## src/rtl/seq_div_pkg.sv

```systemverilog
// Shared types and default widths for the sequential restoring divider.
package seq_div_pkg;

  typedef enum logic [1:0] {
    StIdle,
    StRun,
    StDone
  } state_e;

  localparam int unsigned DW_DEF = 8;
  localparam int unsigned VW_DEF = 4;
  localparam int unsigned CNT_W  = $clog2(DW_DEF);

endpackage

```

## src/rtl/seq_div_step.sv

```systemverilog
// One restoring-division step: shift in a dividend bit, trial-subtract the divisor.
module seq_div_step #(
  parameter int unsigned VW = 4
) (
  input  logic [VW:0]   i_p,
  input  logic          i_bit,
  input  logic [VW-1:0] i_div,
  output logic [VW:0]   o_p,
  output logic          o_q
);

  logic [VW:0] w_t;
  logic [VW:0] w_div_ext;
  // P is always below the divisor, so its MSB never carries information.
  logic        unused_p_msb;

  assign unused_p_msb = i_p[VW];
  assign w_t          = {i_p[VW-1:0], i_bit};
  assign w_div_ext    = {1'b0, i_div};

  always_comb begin
    o_q = 1'b0;
    o_p = w_t;
    if (w_t >= w_div_ext) begin
      o_q = 1'b1;
      o_p = w_t - w_div_ext;
    end
  end

endmodule

```

## src/rtl/seq_div.sv

```systemverilog
// Sequential restoring divider, one quotient bit per clock.
// Optional div0 flag port enabled by defining SEQ_DIV_DIV0_FLAG_EN.
module seq_div
  import seq_div_pkg::*;
#(
  parameter int unsigned DW = DW_DEF,
  parameter int unsigned VW = VW_DEF
) (
  input  logic          clk,
  input  logic          clr,
  input  logic          start,
  input  logic [DW-1:0] dividend,
  input  logic [VW-1:0] divisor,
  output logic [DW-1:0] quotient,
  output logic [VW-1:0] remainder,
  output logic          busy,
  output logic          done
`ifdef SEQ_DIV_DIV0_FLAG_EN
  ,
  output logic          div0
`endif
);

  localparam int unsigned CW = (DW > 1) ? $clog2(DW) : 1;

  state_e        r_state_q, r_state_d;
  logic [VW:0]   r_p_q, r_p_d;
  logic [DW-1:0] r_d_q, r_d_d;
  logic [CW-1:0] r_cnt_q, r_cnt_d;
  logic [VW-1:0] r_div_q, r_div_d;
  logic [DW-1:0] r_quot_q, r_quot_d;
  logic [VW-1:0] r_rem_q, r_rem_d;
  logic          r_div0_q, r_div0_d;

  logic [VW:0]   w_p_next;
  logic          w_q_bit;

  seq_div_step #(
    .VW (VW)
  ) u_step (
    .i_p   (r_p_q),
    .i_bit (r_d_q[DW-1]),
    .i_div (r_div_q),
    .o_p   (w_p_next),
    .o_q   (w_q_bit)
  );

  always_ff @(posedge clk) begin
    if (!clr) begin
      r_state_q <= StIdle;
      r_p_q     <= '0;
      r_d_q     <= '0;
      r_cnt_q   <= '0;
      r_div_q   <= '0;
      r_quot_q  <= '0;
      r_rem_q   <= '0;
      r_div0_q  <= 1'b0;
    end else begin
      r_state_q <= r_state_d;
      r_p_q     <= r_p_d;
      r_d_q     <= r_d_d;
      r_cnt_q   <= r_cnt_d;
      r_div_q   <= r_div_d;
      r_quot_q  <= r_quot_d;
      r_rem_q   <= r_rem_d;
      r_div0_q  <= r_div0_d;
    end
  end

  always_comb begin
    r_state_d = r_state_q;
    r_p_d     = r_p_q;
    r_d_d     = r_d_q;
    r_cnt_d   = r_cnt_q;
    r_div_d   = r_div_q;
    r_quot_d  = r_quot_q;
    r_rem_d   = r_rem_q;
    r_div0_d  = r_div0_q;
    unique case (r_state_q)
      StIdle: begin
        if (start) begin
          r_div_d  = divisor;
          r_div0_d = 1'b0;
          if (divisor != '0) begin
            r_p_d     = '0;
            r_d_d     = dividend;
            r_cnt_d   = CW'(DW - 1);
            r_state_d = StRun;
          end else begin
            r_quot_d  = '1;
            r_rem_d   = '0;
            r_div0_d  = 1'b1;
            r_state_d = StDone;
          end
        end
      end
      StRun: begin
        r_p_d = w_p_next;
        r_d_d = {r_d_q[DW-2:0], w_q_bit};
        if (r_cnt_q == '0) begin
          r_quot_d  = {r_d_q[DW-2:0], w_q_bit};
          r_rem_d   = w_p_next[VW-1:0];
          r_state_d = StDone;
        end else begin
          r_cnt_d = r_cnt_q - 1'b1;
        end
      end
      StDone:  r_state_d = StIdle;
      default: r_state_d = StIdle;
    endcase
  end

  assign quotient  = r_quot_q;
  assign remainder = r_rem_q;
  assign busy      = (r_state_q == StRun);
  assign done      = (r_state_q == StDone);

`ifdef SEQ_DIV_DIV0_FLAG_EN
  assign div0 = r_div0_q;
`else
  logic unused_div0;
  assign unused_div0 = r_div0_q;
`endif

endmodule

```

## config.mk

```make
export PLATFORM = sky130hd
export DESIGN_NAME = seq_div
export DESIGN_NICKNAME = d
export VERILOG_FILES = /design/src/rtl/seq_div_pkg.sv /design/src/rtl/seq_div_step.sv /design/src/rtl/seq_div.sv
export SDC_FILE = /design/constraint.sdc
export NUM_CORES = 1
export LEC_CHECK = 0
export CAP_MARGIN = 20
export CORE_ASPECT_RATIO = 1.4
export CORE_MARGIN = 2
export CORE_UTILIZATION = 30
export CTS_CLUSTER_DIAMETER = 80
export DETAILED_ROUTE_END_ITERATION = 10
export MAX_ROUTING_LAYER = met4
export PLACE_DENSITY = 0.56
export SLEW_MARGIN = 10
export SYNTH_ARGS = -nofsm -noshare
export SYNTH_HDL_FRONTEND = slang
export SYNTH_SLANG_ARGS = --single-unit
```

## constraint.sdc

```tcl
create_clock -name clk -period 2.27 [get_ports clk]
set_input_delay 0.454 -clock clk [delete_from_list [all_inputs] [get_ports clk]]
set_output_delay 0.454 -clock clk [all_outputs]
set_load 0.02 [all_outputs]
```

==> results.json, run 1 <==
{
  "synthArstFlopShare_pct": 0,
  "hold_slack_ns": 0.4684,
  "gp_congestion": 0.7687,
  "wl_per_cell_um": 12.53,
  "synthCells": 191,
  "clock-sinks": 33,
  "final_max_slew_viol_count": 0,
  "drc": 0,
  "yosys.area.top_type": "dfxtp_1",
  "seq_area_um2": 660.6,
  "timing.final.crit_share_pct": 90.72,
  "multiInputGateArea_um2": 945.9,
  "worst_pin_slew_ns": 0.6669,
  "finalSetupViolations": 0,
  "grt_pass1_vias": 1334,
  "fill_cells": 560,
  "period_needed_ns": 2.059,
  "cts_resized": 0,
  "ys.flop_type": "dfxtp_1",
  "drt_wl_total_um": 3683,
  "max_cap_violations": 0,
  "cts_hold_buf": 0,
  "synth_commonest_cells": "nor2_1 (35), dfxtp_1 (33), nand2_1 (19)",
  "vias_per_cell": 4.810,
  "cts_max_level": 2,
  "syn2layout_area_growth_pct": 30.02,
  "crit_type": "flop to output pin",
  "start_util_pct": 30.77,
  "root_buffer": "clkbuf_8",
  "dieArea_mm2": 0.006251,
  "synth_area_per_cell_um2": 8.837,
  "clockBufferDepth": 2,
  "first_iter_violations": 57,
  "cts_tree": "yes",
  "tns_ns": 0,
  "r2r-start": "r_d_q[7]",
  "pin_count": 29,
  "coreArea_mm2": 0.005485,
  "io_buffers": 28,
  "critPathMaxFanout": 7,
  "worstHoldPathType": "flop to flop",
  "skew_ns": 0.003964,
  "antenna_cells": 0,
  "synth-edff-count": 0,
  "antenna_found_initial": 0,
  "ant_nets": 0,
  "leakage_uw": 0.0008165,
  "timing.fmax_mhz": 485.6,
  "ys_ff_latch": 33,
  "relSlewSlack_pct": 55.53,
  "grt_pass1_wl_um": 6134,
  "end_kind": "output pin",
  "drt_first_pass_iters": 3,
  "hold_path.startpoint": "r_cnt_q[0]",
  "num_vias": 1414,
  "synth.area.top_cells": "dfxtp_1 (39%), nor2_1 (7.8%), a311oi_2 (4.4%)",
  "cts_made_buffers": 5,
  "finalHoldViolations": 0,
  "synth.most_common_cell": "nor2_1",
  "core.rowCount": 32,
  "cp.arrival_ns": 1.61,
  "syn-num-nets": 213,
  "cts_setup_buffers": 0,
  "crit_required_ns": 1.82,
  "overflow": 0,
  "crit_path_start": "r_state_q[1]",
  "hpwl_um": 2689,
  "die_w_um": 67.40,
  "clock_latency_ns": 0.28,
  "drive_above_1_share_pct": 17.26,
  "outcome": "complete, no violations",
  "synth_area_mm2": 0.001688,
  "rsz0062_at_grt": "no",
  "yosys_warnings": 0,
  "grt_max_degree": 26,
  "yosys.cell_types.count": 44,
  "critPathLaunchType": "flop",
  "power_density_mw_per_mm2": 823.0,
  "ys_seq_area_share_pct": 39.14,
  "synth_top_area_share_pct": 39.14,
  "grt_usage_pct": 13.30,
  "die_h_um": 92.75,
  "peakVddDrop_mv": 0.3954,
  "nets": 247,
  "clk_pin_slew_ns": 0.06
}
## layout by cell type, fill, tap and decap left out, types with 2 or more instances in the layout
master and instances:
a211oi_1 3, a21oi_1 9, a21oi_2 3, a311oi_1 3, a311oi_2 5, and2_1 2, buf_4 7, clkbuf_8 6
clkdlybuf4s50_1 28, dfxtp_1 33, ha_1 6, inv_1 8, mux2i_1 4, nand2_1 19, nand2b_1 2, nor2_1 35
nor2b_1 2, nor3_1 10, nor3_2 6, o21ai_0 5, o21ai_1 3, or2_1 2
## area by class of cell
type	count	share of cell area, %
Clock buffer	7	3.934
Clock inverter	1	1.368
Inverter	9	1.539
Multi-Input combinational cell	140	43.10
Sequential cell	33	30.10
Tap cell	68	3.877
Timing Repair Buffer	36	16.08
## cell families after synthesis
| kind of cell | Yosys count | synth area share, % |
|---|---|---|
| compound gates | 39 | 19.50 |
| fa+ha+maj | 7 | 5.634 |
| flops | 33 | 39.14 |
| buf+inv | 18 | 4.818 |
| xor+xnor | 2 | 1.038 |
| simple gates | 87 | 26.61 |
| mux | 5 | 3.262 |
## state kept, by name, indices dropped and copies added (netlist names)
signal     flops
remainder      4
r_div_q        4
r_cnt_q        3
r_state_q      2
quotient       8
r_p_q          4
r_d_q          8
## where the power goes
part           leakage (uW)  internal (uW)  switching (uW)
clock             0.0000585            358             209
sequential         0.000272            651            48.8
combinational      0.000486            249             291
total              0.000816           1260             548
## layer usage
| layer | vias up | track usage, % | routed length, um |
|---|---|---|---|
| met2 | 27 | 21.62 | 1755 |
| met5 | - | - | 0 |
| met4 | 0 | 4.592 | 55 |
| met1 | 656 | 15.62 | 1717 |
| li1 | 727 | - | - |
| met3 | 4 | 3.524 | 155 |
## critical path, cell delays in order (launching register included)
cell,delay [ns]
dfxtp_1,0.47
nor2b_1,0.22
clkdlybuf4s50_1,0.63
## path summary, 6_finish.rpt
check / endpoint / slack [ns] / cells after the start
worst max-delay path: done / 0.21 / 2
worst min-delay path: r_cnt_q[0] / 0.47 / 1
worst max register to register: remainder[2] / 0.36 / 7
worst min register to register: r_cnt_q[0] / 0.47 / 1
## metrics by stage
stage	area [um^2]	worst slack, ns	power (uW)	cells	util, %
5_1_grt	2195	0.1445	1916	294	40.01
3_3_place_gp	2078	0.1762	1255	286	37.89
6_report	2195	0.2105	1806	294	40.01
4_1_cts	2195	0.2066	1831	294	40.01
2_1_floorplan	1688	0.5014	1085	191	-
3_5_place_dp	2078	0.1751	1257	286	37.89
No activity file was read; power rests on OpenSTA's default activity.
==> run 2: changes to the inputs <==
- HOLD_SLACK_MARGIN: unset -> 0.05
==> results of run 2 <==
The final DEF is identical to that of run 1; final timing and power are the same.
==> edit (settings of run 2) <==
Set the package constant `VW_DEF` to 5 (it was 4).
--- a/src/rtl/seq_div_pkg.sv
+++ b/src/rtl/seq_div_pkg.sv
@@ -8,7 +8,7 @@
   } state_e;
 
   localparam int unsigned DW_DEF = 8;
-  localparam int unsigned VW_DEF = 4;
+  localparam int unsigned VW_DEF = 5;
   localparam int unsigned CNT_W  = $clog2(DW_DEF);
 
 endpackage
Interface: changed (resized divisor and remainder); port bits go from 29 to 31. The function was not compared with the original's and may differ.
==> edit against run 2 <==
- setup slack worse by 170 ps
- final area is 2.7% higher
- sequential cell count is 3 higher
- power is 3.2% higher
- wire length is 5.0% higher
- area after synthesis is 0.59% lower
- maximum frequency is 7.6% lower
- non-clock buffer count is 9 higher
- highest routed layer unchanged
==> edit: results <==
group,metric,value,unit
power,seq-power,0.000748,W
placed_design,port_buffers,30,
yosys,synth_nets,221,
clock_tree,root_buffer,"clkbuf_8",
power,p_leak,0.892,nW
global_routing,use_met3,3.28,%
critical_path,arrival,2410,ps
global_routing,met2_usage,24.6,%
critical_path,max_stage_delay,540,ps
yosys,netlist_instances,197,
global_routing,grtUsageTotal,14.5,%
drt,m1WireLength,1700,um
critical_path,path_max_fanout,11,
global_routing,grt_pass1_vias,1433,
clock_tree,cts_max_level,2,
yosys,yosys-top-cells-area,"dfxtp_1 (43%), nor2_1 (7.6%), nor3_1 (6.0%)",
yosys,ys_seq_area_share,43.0,%
placed_design,place_congestion,0.800,
power,ir_worst_vdd,258,uV
final_layout,final_net_count,263,
drt,met2_wirelength,1980,um
global_routing,grt_first_pass_wirelength,6600,um
drt,vias,1480,
drt,dr.max_layer_used,"met4",
drt,dr_wl_met3,124,um
timing,max_slew_margin,53.8,%
yosys,synthDistinctLibCells,36,
run_status,status,"finished, final reports clean",
final_layout,drive_gt1_share,13.8,%
placed_design,place_ws,-304,ps
power,p_per_area,827,nW/um^2
critical_path,critPathSlowestCell,"or4_4",
global_routing,grt_max_degree,22,
global_routing,use_met1,16.3,%
placed_design,hpwl,2890,um
placed_design,dpl-instance-area,2110,um^2
drt,via_per_inst,4.81,
drt,drtIter0Drc,62,
power,intPower,0.00129,W
drt,totalWireLength,3870,um
power,comb-power,0.000557,W
-- edit: kinds of logic after synthesis --
| family | synth area share [%] |
|---|---|
| compound gates | 18.7 |
| mux | 2.98 |
| fa+ha+maj | 6.41 |
| simple gates | 22.3 |
| buf+inv | 5.59 |
| xor+xnor | 1.04 |
| flops | 43.0 |
-- edit: path summary, 6_finish.rpt --
path,startpoint,to,slack [ps],cells after the start
max,divisor[0],remainder[1],40,5
max reg2reg,r_d_q[7],r_p_q[0],190,8
min reg2reg,remainder[4],remainder[4],460,2
min,remainder[4],remainder[4],460,2
-- edit: final cells by class --
cell class | instances | area (um^2)
multi-input combinational | 140 | 870
clock buffer | 5 | 68.8
sequential | 36 | 721
inverter | 11 | 41.3
tap | 68 | 85.1
timing repair buffer | 45 | 425
fill | 603 | 3190
clock inverter | 3 | 42.5
-- edit: critical path, delay by kind of cell --
family / cells / cell delay (ps)
AOI/OAI and AO/OA: 2 / 600
and+or+nand+nor: 2 / 930
buffers and inverters: 1 / 420
